`src/rtl/fir_xifu_pkg.sv`:
```
`default_nettype none
// ============================================================================
// Module      : fir_xifu_pkg
// Description : Shared types and constants for the FIR XIFU coprocessor
//               (inter-stage records, EX state encoding, address helper).
// Revision    : 1.0 - initial release
// ============================================================================
package fir_xifu_pkg;

    localparam int XLEN       = 32;
    localparam int NB_XREGS   = 32;
    localparam int ID_WIDTH   = 4;
    localparam int XREG_IDX_W = $clog2(NB_XREGS);

    // All XIFU memory accesses are full aligned words
    localparam logic [3:0] XIFU_MEM_BE_WORD = 4'hF;

    typedef enum logic [1:0] {
        INSTR_INVALID  = 2'd0,
        INSTR_XFIRLW   = 2'd1,
        INSTR_XFIRSW   = 2'd2,
        INSTR_XFIRDOTP = 2'd3
    } fir_xifu_instr_e;

    typedef struct packed {
        fir_xifu_instr_e         instr;
        logic [XLEN-1:0]         base;
        logic [11:0]             offset;
        logic [XREG_IDX_W-1:0]   rs1;
        logic [XREG_IDX_W-1:0]   rs2;
        logic [XREG_IDX_W-1:0]   rd;
        logic [ID_WIDTH-1:0]     id;
    } fir_xifu_id2ex_t;

    typedef struct packed {
        logic [XLEN-1:0] xrs1_data;
        logic [XLEN-1:0] xrs2_data;
        logic [XLEN-1:0] xrd_data;
    } fir_xifu_ctrl2ex_t;

    typedef struct packed {
        logic                  we;
        logic [XREG_IDX_W-1:0] rd;
        logic [XLEN-1:0]       data;
    } fir_xifu_ex2wb_t;

    typedef struct packed {
        logic                busy;
        logic                misaligned;
        logic                done;
        logic [ID_WIDTH-1:0] id;
    } fir_xifu_ex2ctrl_t;

    typedef enum logic [2:0] {
        EX_IDLE = 3'd0,
        EX_REQ  = 3'd1,
        EX_RESP = 3'd2,
        EX_WB   = 3'd3,
        EX_DOTP = 3'd4
    } fir_xifu_ex_state_e;

    // Effective address: base plus sign-extended 12-bit offset, wrapping
    function automatic logic [XLEN-1:0] xifu_agen(input logic [XLEN-1:0] base,
                                                  input logic [11:0]     offset);
        return base + {{(XLEN-12){offset[11]}}, offset};
    endfunction

endpackage
`default_nettype wire

```
`src/rtl/fir_xifu_dotp.sv`:
```
`default_nettype none
// ============================================================================
// Module      : fir_xifu_dotp
// Description : Combinational 2-lane int16 dot-product accumulate:
//               res = acc + a0*b0 + a1*b1 (lane 0 = bits 15:0).
//               FIR_XIFU_DOTP_SAT_EN defined : saturate to signed 32 bits.
//               FIR_XIFU_DOTP_SAT_EN undefined: wrap modulo 2^32.
// Revision    : 1.0 - initial release
// ============================================================================
module fir_xifu_dotp
    import fir_xifu_pkg::*;
(
    input  logic [XLEN-1:0] i_a,
    input  logic [XLEN-1:0] i_b,
    input  logic [XLEN-1:0] i_acc,
    output logic [XLEN-1:0] o_res
);

    logic signed [31:0] w_a0;
    logic signed [31:0] w_a1;
    logic signed [31:0] w_b0;
    logic signed [31:0] w_b1;
    logic signed [31:0] w_p0;
    logic signed [31:0] w_p1;

    // Each int16 x int16 product fits in 32 signed bits (worst case 2^30)
    assign w_a0 = {{16{i_a[15]}}, i_a[15:0]};
    assign w_a1 = {{16{i_a[31]}}, i_a[31:16]};
    assign w_b0 = {{16{i_b[15]}}, i_b[15:0]};
    assign w_b1 = {{16{i_b[31]}}, i_b[31:16]};
    assign w_p0 = w_a0 * w_b0;
    assign w_p1 = w_a1 * w_b1;

`ifdef FIR_XIFU_DOTP_SAT_EN
    localparam logic signed [33:0] c_SAT_MAX = 34'sh0_7FFF_FFFF;
    localparam logic signed [33:0] c_SAT_MIN = -34'sh0_8000_0000;

    logic signed [33:0] w_sum;

    // 34 bits hold acc + two products without overflow
    assign w_sum = {{2{i_acc[31]}}, i_acc} + {{2{w_p0[31]}}, w_p0} + {{2{w_p1[31]}}, w_p1};

    // Clamp the wide sum into the signed 32-bit range
    always_comb begin
        if (w_sum > c_SAT_MAX) begin
            o_res = 32'h7FFF_FFFF;
        end else if (w_sum < c_SAT_MIN) begin
            o_res = 32'h8000_0000;
        end else begin
            o_res = w_sum[31:0];
        end
    end
`else
    // Plain modulo-2^32 accumulate
    always_comb begin
        o_res = i_acc + w_p0 + w_p1;
    end
`endif

endmodule
`default_nettype wire

```
`src/rtl/fir_xifu_ex.sv`:
```
`default_nettype none
// ============================================================================
// Module      : fir_xifu_ex
// Description : Execute stage of the FIR XIFU coprocessor. Runs XFIRLW /
//               XFIRSW through the XIF memory interface and XFIRDOTP through
//               fir_xifu_dotp; results leave on ex2wb_o as one-cycle pulses.
//               Optional build macro: FIR_XIFU_DOTP_SAT_EN (saturating DOTP).
// Revision    : 1.0 - initial release
// ============================================================================
module fir_xifu_ex
    import fir_xifu_pkg::*;
(
    input  logic                clk_i,
    input  logic                rst_ni,
    input  fir_xifu_id2ex_t     id2ex_i,
    input  logic                id2ex_valid_i,
    output logic                ex_ready_o,
    input  fir_xifu_ctrl2ex_t   ctrl2ex_i,
    output logic                xif_mem_valid_o,
    input  logic                xif_mem_ready_i,
    output logic [XLEN-1:0]     xif_mem_addr_o,
    output logic                xif_mem_we_o,
    output logic [3:0]          xif_mem_be_o,
    output logic [XLEN-1:0]     xif_mem_wdata_o,
    output logic [ID_WIDTH-1:0] xif_mem_id_o,
    input  logic                xif_mem_result_valid_i,
    input  logic [XLEN-1:0]     xif_mem_result_rdata_i,
    output fir_xifu_ex2wb_t     ex2wb_o,
    output fir_xifu_ex2ctrl_t   ex2ctrl_o
);

    fir_xifu_ex_state_e r_state;
    fir_xifu_ex_state_e w_state_nxt;
    fir_xifu_id2ex_t    r_id2ex;
    fir_xifu_ctrl2ex_t  r_ctrl2ex;
    logic [XLEN-1:0]    r_rdata;
    logic               r_misaligned;

    logic               w_accept;
    logic               w_in_is_mem;
    logic [1:0]         w_in_addr_lsb;
    logic               w_in_misaligned;
    logic [XLEN-1:0]    w_addr;
    logic [XLEN-1:0]    w_dotp_res;
    logic               w_is_sw;
    logic               w_unused;

    assign w_accept        = id2ex_valid_i & ex_ready_o;
    assign w_in_is_mem     = (id2ex_i.instr == INSTR_XFIRLW) || (id2ex_i.instr == INSTR_XFIRSW);
    // Only the low two address bits decide alignment
    assign w_in_addr_lsb   = id2ex_i.base[1:0] + id2ex_i.offset[1:0];
    assign w_in_misaligned = w_in_is_mem && (w_in_addr_lsb != 2'b00);
    assign w_addr          = xifu_agen(r_id2ex.base, r_id2ex.offset);
    assign w_is_sw         = (r_id2ex.instr == INSTR_XFIRSW);
    // Source indices travel with the record but operands arrive via ctrl2ex
    assign w_unused        = ^{r_id2ex.rs1, r_id2ex.rs2};

    fir_xifu_dotp u_dotp (
        .i_a   (r_ctrl2ex.xrs1_data),
        .i_b   (r_ctrl2ex.xrs2_data),
        .i_acc (r_ctrl2ex.xrd_data),
        .o_res (w_dotp_res)
    );

    // State register
    always_ff @(posedge clk_i) begin
        if (!rst_ni) begin
            r_state <= EX_IDLE;
        end else begin
            r_state <= w_state_nxt;
        end
    end

    // Operand latches, load data capture and the misaligned flag
    always_ff @(posedge clk_i) begin
        if (!rst_ni) begin
            r_id2ex      <= '0;
            r_ctrl2ex    <= '0;
            r_rdata      <= '0;
            r_misaligned <= 1'b0;
        end else begin
            r_misaligned <= w_accept && w_in_misaligned;
            if (w_accept) begin
                r_id2ex   <= id2ex_i;
                r_ctrl2ex <= ctrl2ex_i;
            end
            if ((r_state == EX_RESP) && xif_mem_result_valid_i) begin
                r_rdata <= xif_mem_result_rdata_i;
            end
        end
    end

    // Next-state logic; a result seen while still in REQ is deliberately ignored
    always_comb begin
        w_state_nxt = r_state;
        case (r_state)
            EX_IDLE: begin
                if (w_accept) begin
                    case (id2ex_i.instr)
                        INSTR_XFIRLW,
                        INSTR_XFIRSW:   w_state_nxt = w_in_misaligned ? EX_IDLE : EX_REQ;
                        INSTR_XFIRDOTP: w_state_nxt = EX_DOTP;
                        default:        w_state_nxt = EX_IDLE;
                    endcase
                end
            end
            EX_REQ: begin
                if (xif_mem_ready_i) begin
                    w_state_nxt = EX_RESP;
                end
            end
            EX_RESP: begin
                if (xif_mem_result_valid_i) begin
                    w_state_nxt = w_is_sw ? EX_IDLE : EX_WB;
                end
            end
            EX_WB:   w_state_nxt = EX_IDLE;
            EX_DOTP: w_state_nxt = EX_IDLE;
            default: w_state_nxt = EX_IDLE;
        endcase
    end

    // Outputs decoded from state; everything is zero outside its owning state
    always_comb begin
        ex_ready_o      = (r_state == EX_IDLE);
        xif_mem_valid_o = 1'b0;
        xif_mem_addr_o  = '0;
        xif_mem_we_o    = 1'b0;
        xif_mem_be_o    = 4'h0;
        xif_mem_wdata_o = '0;
        xif_mem_id_o    = '0;
        ex2wb_o         = '0;
        ex2ctrl_o       = '0;
        ex2ctrl_o.busy       = (r_state != EX_IDLE);
        ex2ctrl_o.misaligned = r_misaligned;
        ex2ctrl_o.id         = r_id2ex.id;
        ex2ctrl_o.done       = r_misaligned;
        case (r_state)
            EX_REQ: begin
                xif_mem_valid_o = 1'b1;
                xif_mem_addr_o  = w_addr;
                xif_mem_we_o    = w_is_sw;
                xif_mem_be_o    = XIFU_MEM_BE_WORD;
                xif_mem_wdata_o = w_is_sw ? r_ctrl2ex.xrs2_data : '0;
                xif_mem_id_o    = r_id2ex.id;
            end
            EX_RESP: begin
                ex2ctrl_o.done = w_is_sw && xif_mem_result_valid_i;
            end
            EX_WB: begin
                ex2wb_o.we     = 1'b1;
                ex2wb_o.rd     = r_id2ex.rd;
                ex2wb_o.data   = r_rdata;
                ex2ctrl_o.done = 1'b1;
            end
            EX_DOTP: begin
                ex2wb_o.we     = 1'b1;
                ex2wb_o.rd     = r_id2ex.rd;
                ex2wb_o.data   = w_dotp_res;
                ex2ctrl_o.done = 1'b1;
            end
            default: ;
        endcase
    end

endmodule
`default_nettype wire

```
`config.mk`:
```
export PLATFORM = sky130hd
export DESIGN_NAME = fir_xifu_ex
export DESIGN_NICKNAME = d
export VERILOG_FILES = /design/src/rtl/fir_xifu_pkg.sv /design/src/rtl/fir_xifu_dotp.sv /design/src/rtl/fir_xifu_ex.sv
export SDC_FILE = /design/constraint.sdc
export NUM_CORES = 2
export LEC_CHECK = 0
export ABC_CLOCK_PERIOD_IN_PS = 7800
export CAP_MARGIN = 20
export CORE_MARGIN = 2
export CORE_UTILIZATION = 54
export DETAILED_ROUTE_END_ITERATION = 8
export PLACE_DENSITY = 0.8
export SLEW_MARGIN = 10
export SYNTH_ARGS = -nofsm -noshare
export SYNTH_HDL_FRONTEND = slang
export SYNTH_SLANG_ARGS = --single-unit
```
`constraint.sdc`:
```
create_clock -name clk_i -period 7.8 [get_ports clk_i]
set_clock_uncertainty 0.15 [all_clocks]
set_input_delay 0.78 -clock clk_i [delete_from_list [all_inputs] [get_ports clk_i]]
set_output_delay 0.78 -clock clk_i [all_outputs]
set_load 0.03 [all_outputs]
```
After elaboration in Yosys (flattened, before gate mapping)

Cells that the tools add are included.

Multiply operators: 2
Bitwise operators: 1
Eq/ne operators: 11
Add/subtract/negate cells: 4
Muxes and demuxes: 16
Reduce and logical (&&, ||, !) cells: 11

Operators by type and width:

| kind                                                   | number |
|---|---|
| adder 32 bit                                           | 3 |
| two-way mux 32 bit                                     | 3 |
| case mux 38 bit (2 select lines)                       | 1 |
| multiplier 16 x 16 -> 32 bit                           | 2 |
| two-way mux 3 bit                                      | 3 |
| case mux 3 bit (3 select lines)                        | 1 |
| two-way mux 4 bit                                      | 2 |
| equality test 2 bit (second input constant)            | 3 |
| equality test 3 x 2 -> 1 bit (second input constant)   | 2 |
| case mux 3 bit (2 select lines)                        | 1 |
| logical AND 1 bit                                      | 4 |
| inequality test 2 bit (second input constant)          | 2 |
| OR reduction 2 bit                                     | 2 |
| equality test 3 x 1 -> 1 bit (second input constant)   | 1 |
| equality test 3 bit (second input constant)            | 1 |
| logical NOT 3 bit                                      | 1 |
| two-way mux 1 bit                                      | 3 |
| AND reduction 3 bit                                    | 1 |
| nonzero test 3 bit                                     | 1 |
| adder 2 bit                                            | 1 |
| equality test 2 x 1 -> 1 bit (second input constant)   | 1 |
| two-way mux 2 bit                                      | 1 |
| inequality test 2 x 1 -> 1 bit (second input constant) | 1 |
| case mux 1 bit (2 select lines)                        | 1 |
| other kinds (3)                                        | 3 |

Flip-flop bits (word level): 187
Logic and storage cells: 56

Longest topological paths before layout

Depth after elaboration: 7
Depth in mapped cells: 28
Depth with buffers taken out: 27

Modules after synthesis

A second synthesis with hierarchy kept.

Cells, all modules: 3409
Area total of the unflattened synthesis: 30226.5 µm²

By module, submodules not included:

| module        | cells each | area an instance (µm²) | instances |
|---|---|---|---|
| fir_xifu_dotp | 2211       | 20733.6                | 1 |
| fir_xifu_ex   | 1198       | 9492.9                 | 1 |

Worst setup path before layout

Ideal clock, no wire load.

Path type: register to output
Start point: reg r_ctrl2ex[95] (netlist bit)
End point: out ex2wb_o[29] (netlist bit)
Slack: -945 ps
Arrival: 7815 ps
Cell stages (with the launch flop): 28
Cells stage by stage: dfxtp_1 clkbuf_1 nand2_1 inv_1 fa_1 inv_1 fa_1 inv_1 fa_1 inv_1 fa_1 fa_1 inv_1 fa_1 fa_1 inv_1 fa_1 inv_1 ha_1 nand2_1 nor3_1 a21boi_1 o31a_1 o21ai_2 o311ai_0 a21oi_1 xor2_1 o21ai_0

RTL lines:

| item                     | line              | text |
|---|---|---|
| start: declaration       | fir_xifu_ex.sv:35 | `fir_xifu_ctrl2ex_t r_ctrl2ex;` |
| start signal: assignment | fir_xifu_ex.sv:85 | `r_ctrl2ex <= ctrl2ex_i;` |
| end: declaration         | fir_xifu_ex.sv:28 | `output fir_xifu_ex2wb_t ex2wb_o,` |

==> out/metrics.cfg <==
[outcome]
status=complete, but fails checks
violations=negative setup slack

[cts]
cts-buffers-inserted=17
htree_levels=4
cts_buffer_depth=2
clock_latency_ns=0.51
clk_pin_slew_ns=0.08
cts_root_buffer=clkbuf_16
cts_tree=built
cts.sinks=187

[critical_path]
path_class=flip-flop to output port
cpPeakStageDelay_ns=0.58
worst_path_most_repeated_cell=fa_1
cp-start-kind=flip-flop
critPathCaptureType=output port
cp_data_arrival_time_ns=7.71
required_ns=6.87
crit_fanout=8
critPathSlowestCell=fa_2

[synth]
synthTopCellsByArea=fa_1, dfxtp_1, inv_1
yosys_warnings=0
synth_top_cell_area_share_pct=41.7
ys_seq_area_share_pct=12.5
synth_edf_count=0
async_reset_ff_share_pct=0
syn_area_mm2=0.0299
ys.flop_type=dfxtp_1
synth-seq-cells=187
yosys.area.top_type=fa_1
synth_cell_types=59
syn_avg_cell_area_um2=8.80
synth_cells=3400
synth_nets=4390

[die]
io-pin-count=318
start_util_pct=54.4
die_x_um=239
floorplan.die_area_mm2=0.0573
die_y_um=239
core_mm2=0.0550
rows=86

[finish]
nets=4838
drive_gt1_share_pct=13.9
nFillCells=4094
area.growth.synth_to_final_pct=23.9
multi_input_area_mm2=0.0237
final_core_util_pct=67.4
finalInstanceArea_mm2=0.0371
stdcell_count=4614
seq_area_mm2=0.00384

[pwr]
seq_power_share_pct=16.1
clockPowerShare_pct=14.0
p_sw_share_pct=46.6
vdd.ir_drop.worst_uv=283
power.switching_uw=3140
power_density_mw_per_mm2=182
p_comb_share_pct=69.9
p_leak_uw=0.0181
internal_power_uw=3600

[timing]
min_period_ns=8.64
period_share_pct=111
setup_ws_ns=-0.837
rsz0062_at_grt=yes
max_clock_freq_mhz=116
final_hold_viol_count=0
drv_slew=0
max_slew.worst_pin.slew_ns=0.989
tns_ns=-10.47
relSlewSlack_pct=34.0
setup_viol=21

[route]
drtPass1Iterations=6
drt-initial-drc-count=1741
post_drt_wl_per_cell_um=18.8
drc=0
dr_total_vias=24600
ant_nets=0
routed_wl_mm=86.6
vias_per_cell=5.34

[flow_run]
drv_cap=0

[place]
port_buffers=307
place_hpwl_mm=69.2
dpl_cell_area_mm2=0.0354
place.gp.congestion=0.934
dpl.cell_count=4544

[global_routing]
grt_usage_pct=31.6
first_global_vias=26500
antenna_found_initial=8
grt_pass1_wl_mm=140
grt_remaining_overflow=0
grt_max_degree=96

[worst_hold_path]
hold_path.class=flip-flop to flip-flop

[layout make-up]
type	instances	area share, %
clock buffers	18	1.16
well taps	748	2.52
clock inverters	14	0.466
multi-input cells	2360	63.9
flip-flops and latches	187	10.3
repair buffers	597	14.7
inverters	685	6.95
diodes	5	0.0337
[kinds of logic (layout without fill, tap and decap cells)]
logic type	after synthesis	in the layout	share of synthesized area [%]
AOI/OAI and AO/OA	389	389	8.97
xor gates and xnor gates	81	81	2.37
adders and majority gates	792	792	48.7
buffers and inverters	853	1314	10.8
DFF	187	187	12.5
other	0	5	0
and+or+nand+nor	1098	1098	16.6
[placed cells by master (no fill, tap or decap), types with 23 or more instances in the layout]
| cell type | synthesis | final |
|---|---|---|
| dfxtp_2 | 0 | 30 |
| fa_1 | 623 | 600 |
| xnor2_1 | 52 | 48 |
| inv_1 | 685 | 663 |
| buf_6 | 0 | 25 |
| dfxtp_1 | 187 | 142 |
| nor2_1 | 70 | 70 |
| xor2_1 | 29 | 26 |
| and2_1 | 236 | 228 |
| ha_1 | 169 | 148 |
| a21oi_1 | 64 | 53 |
| fa_2 | 0 | 23 |
| o21ai_0 | 53 | 33 |
| clkdlybuf4s50_1 | 0 | 281 |
| buf_4 | 9 | 274 |
| nand2_1 | 681 | 673 |
| a21boi_0 | 184 | 183 |
| and3_1 | 42 | 39 |
[flip-flops by register name (all words and copies together), names as in the netlist]
register      flops
r_ctrl2ex        96
r_id2ex          51
r_rdata          32
ex2ctrl_o         4
r_state           3
r_misaligned      1
[per-stage QoR]
step	setup WS [ns]	hold slack, ns	total power [uW]
floorplan	-0.00992	0.289	3470
global placement	-0.416	0.300	4990
detailed placement	-0.501	0.305	5070
CTS	-0.708	0.315	6490
global route	-1.07	0.334	7130
finish	-0.837	0.315	6740
[worst max-delay path: cells and delay by family, from the launching register on]
kind / cells / cell delay, ns
buffers and inverters: 9 / 0.93
DFF: 1 / 0.37
and+or+nand+nor: 4 / 0.59
xor gates and xnor gates: 1 / 0.21
AOI/OAI and AO/OA: 5 / 0.87
adders and majority gates: 9 / 4.20
[worst paths after layout]
| path | depth (start not counted) | start | slack [ns] | end |
|---|---|---|---|---|
| setup / recovery | 28 | r_ctrl2ex[95] | -0.84 | ex2wb_o[28] |
| setup reg to reg | 5 | r_state[2] | 4.34 | r_ctrl2ex[82] |
| hold / removal | 2 | r_id2ex[5] | 0.32 | r_id2ex[5] |
| hold reg to reg | 2 | r_id2ex[5] | 0.32 | r_id2ex[5] |
[layer usage]
layer	up-vias	wire [um]	track usage [%]
met2	1072	41800	52.5
met5	-	13	0
met1	12300	33800	40.3
met4	2	3620	12.6
met3	216	7330	6.74
li1	11000	-	-
[power by group through the flow]
stage | Sequential [uW] | Clock, uW | Combinational, uW
floorplan | 1070 | 0 | 2400
global placement | 1100 | 0 | 3890
detailed placement | 1100 | 0 | 3960
CTS | 1080 | 962 | 4450
global route | 1090 | 996 | 5040
finish | 1080 | 945 | 4710
[cells in the mapped netlist, drive strengths merged (3+ instances only)]
master    n
and2    238
or3       3
nand2   681
o211ai    3
nor3b     4
nor2     70
o21ai    57
xnor2    52
nand3    14
ha      169
a21boi  185
nand4     3
o21a      9
xor2     29
o311ai    3
inv     685
fa      623
and3     42
a22o      7
clkbuf  150
buf      18
a21oi    64
o21bai    6
dfxtp   187
nor3     18
a21o     22
nor2b     5
nand2b   15
a31oi    10
[what timing repair did]
item / in CTS / in global routing
hold buffers: 0 / 0
buffers inserted: 27 / 6
cloned: 0 / 0
setup endpoints to repair: 24 / 26
gates resized for setup: 173 / 53
pin swaps: 112 / 65
(Power assumes the default switching activity.)
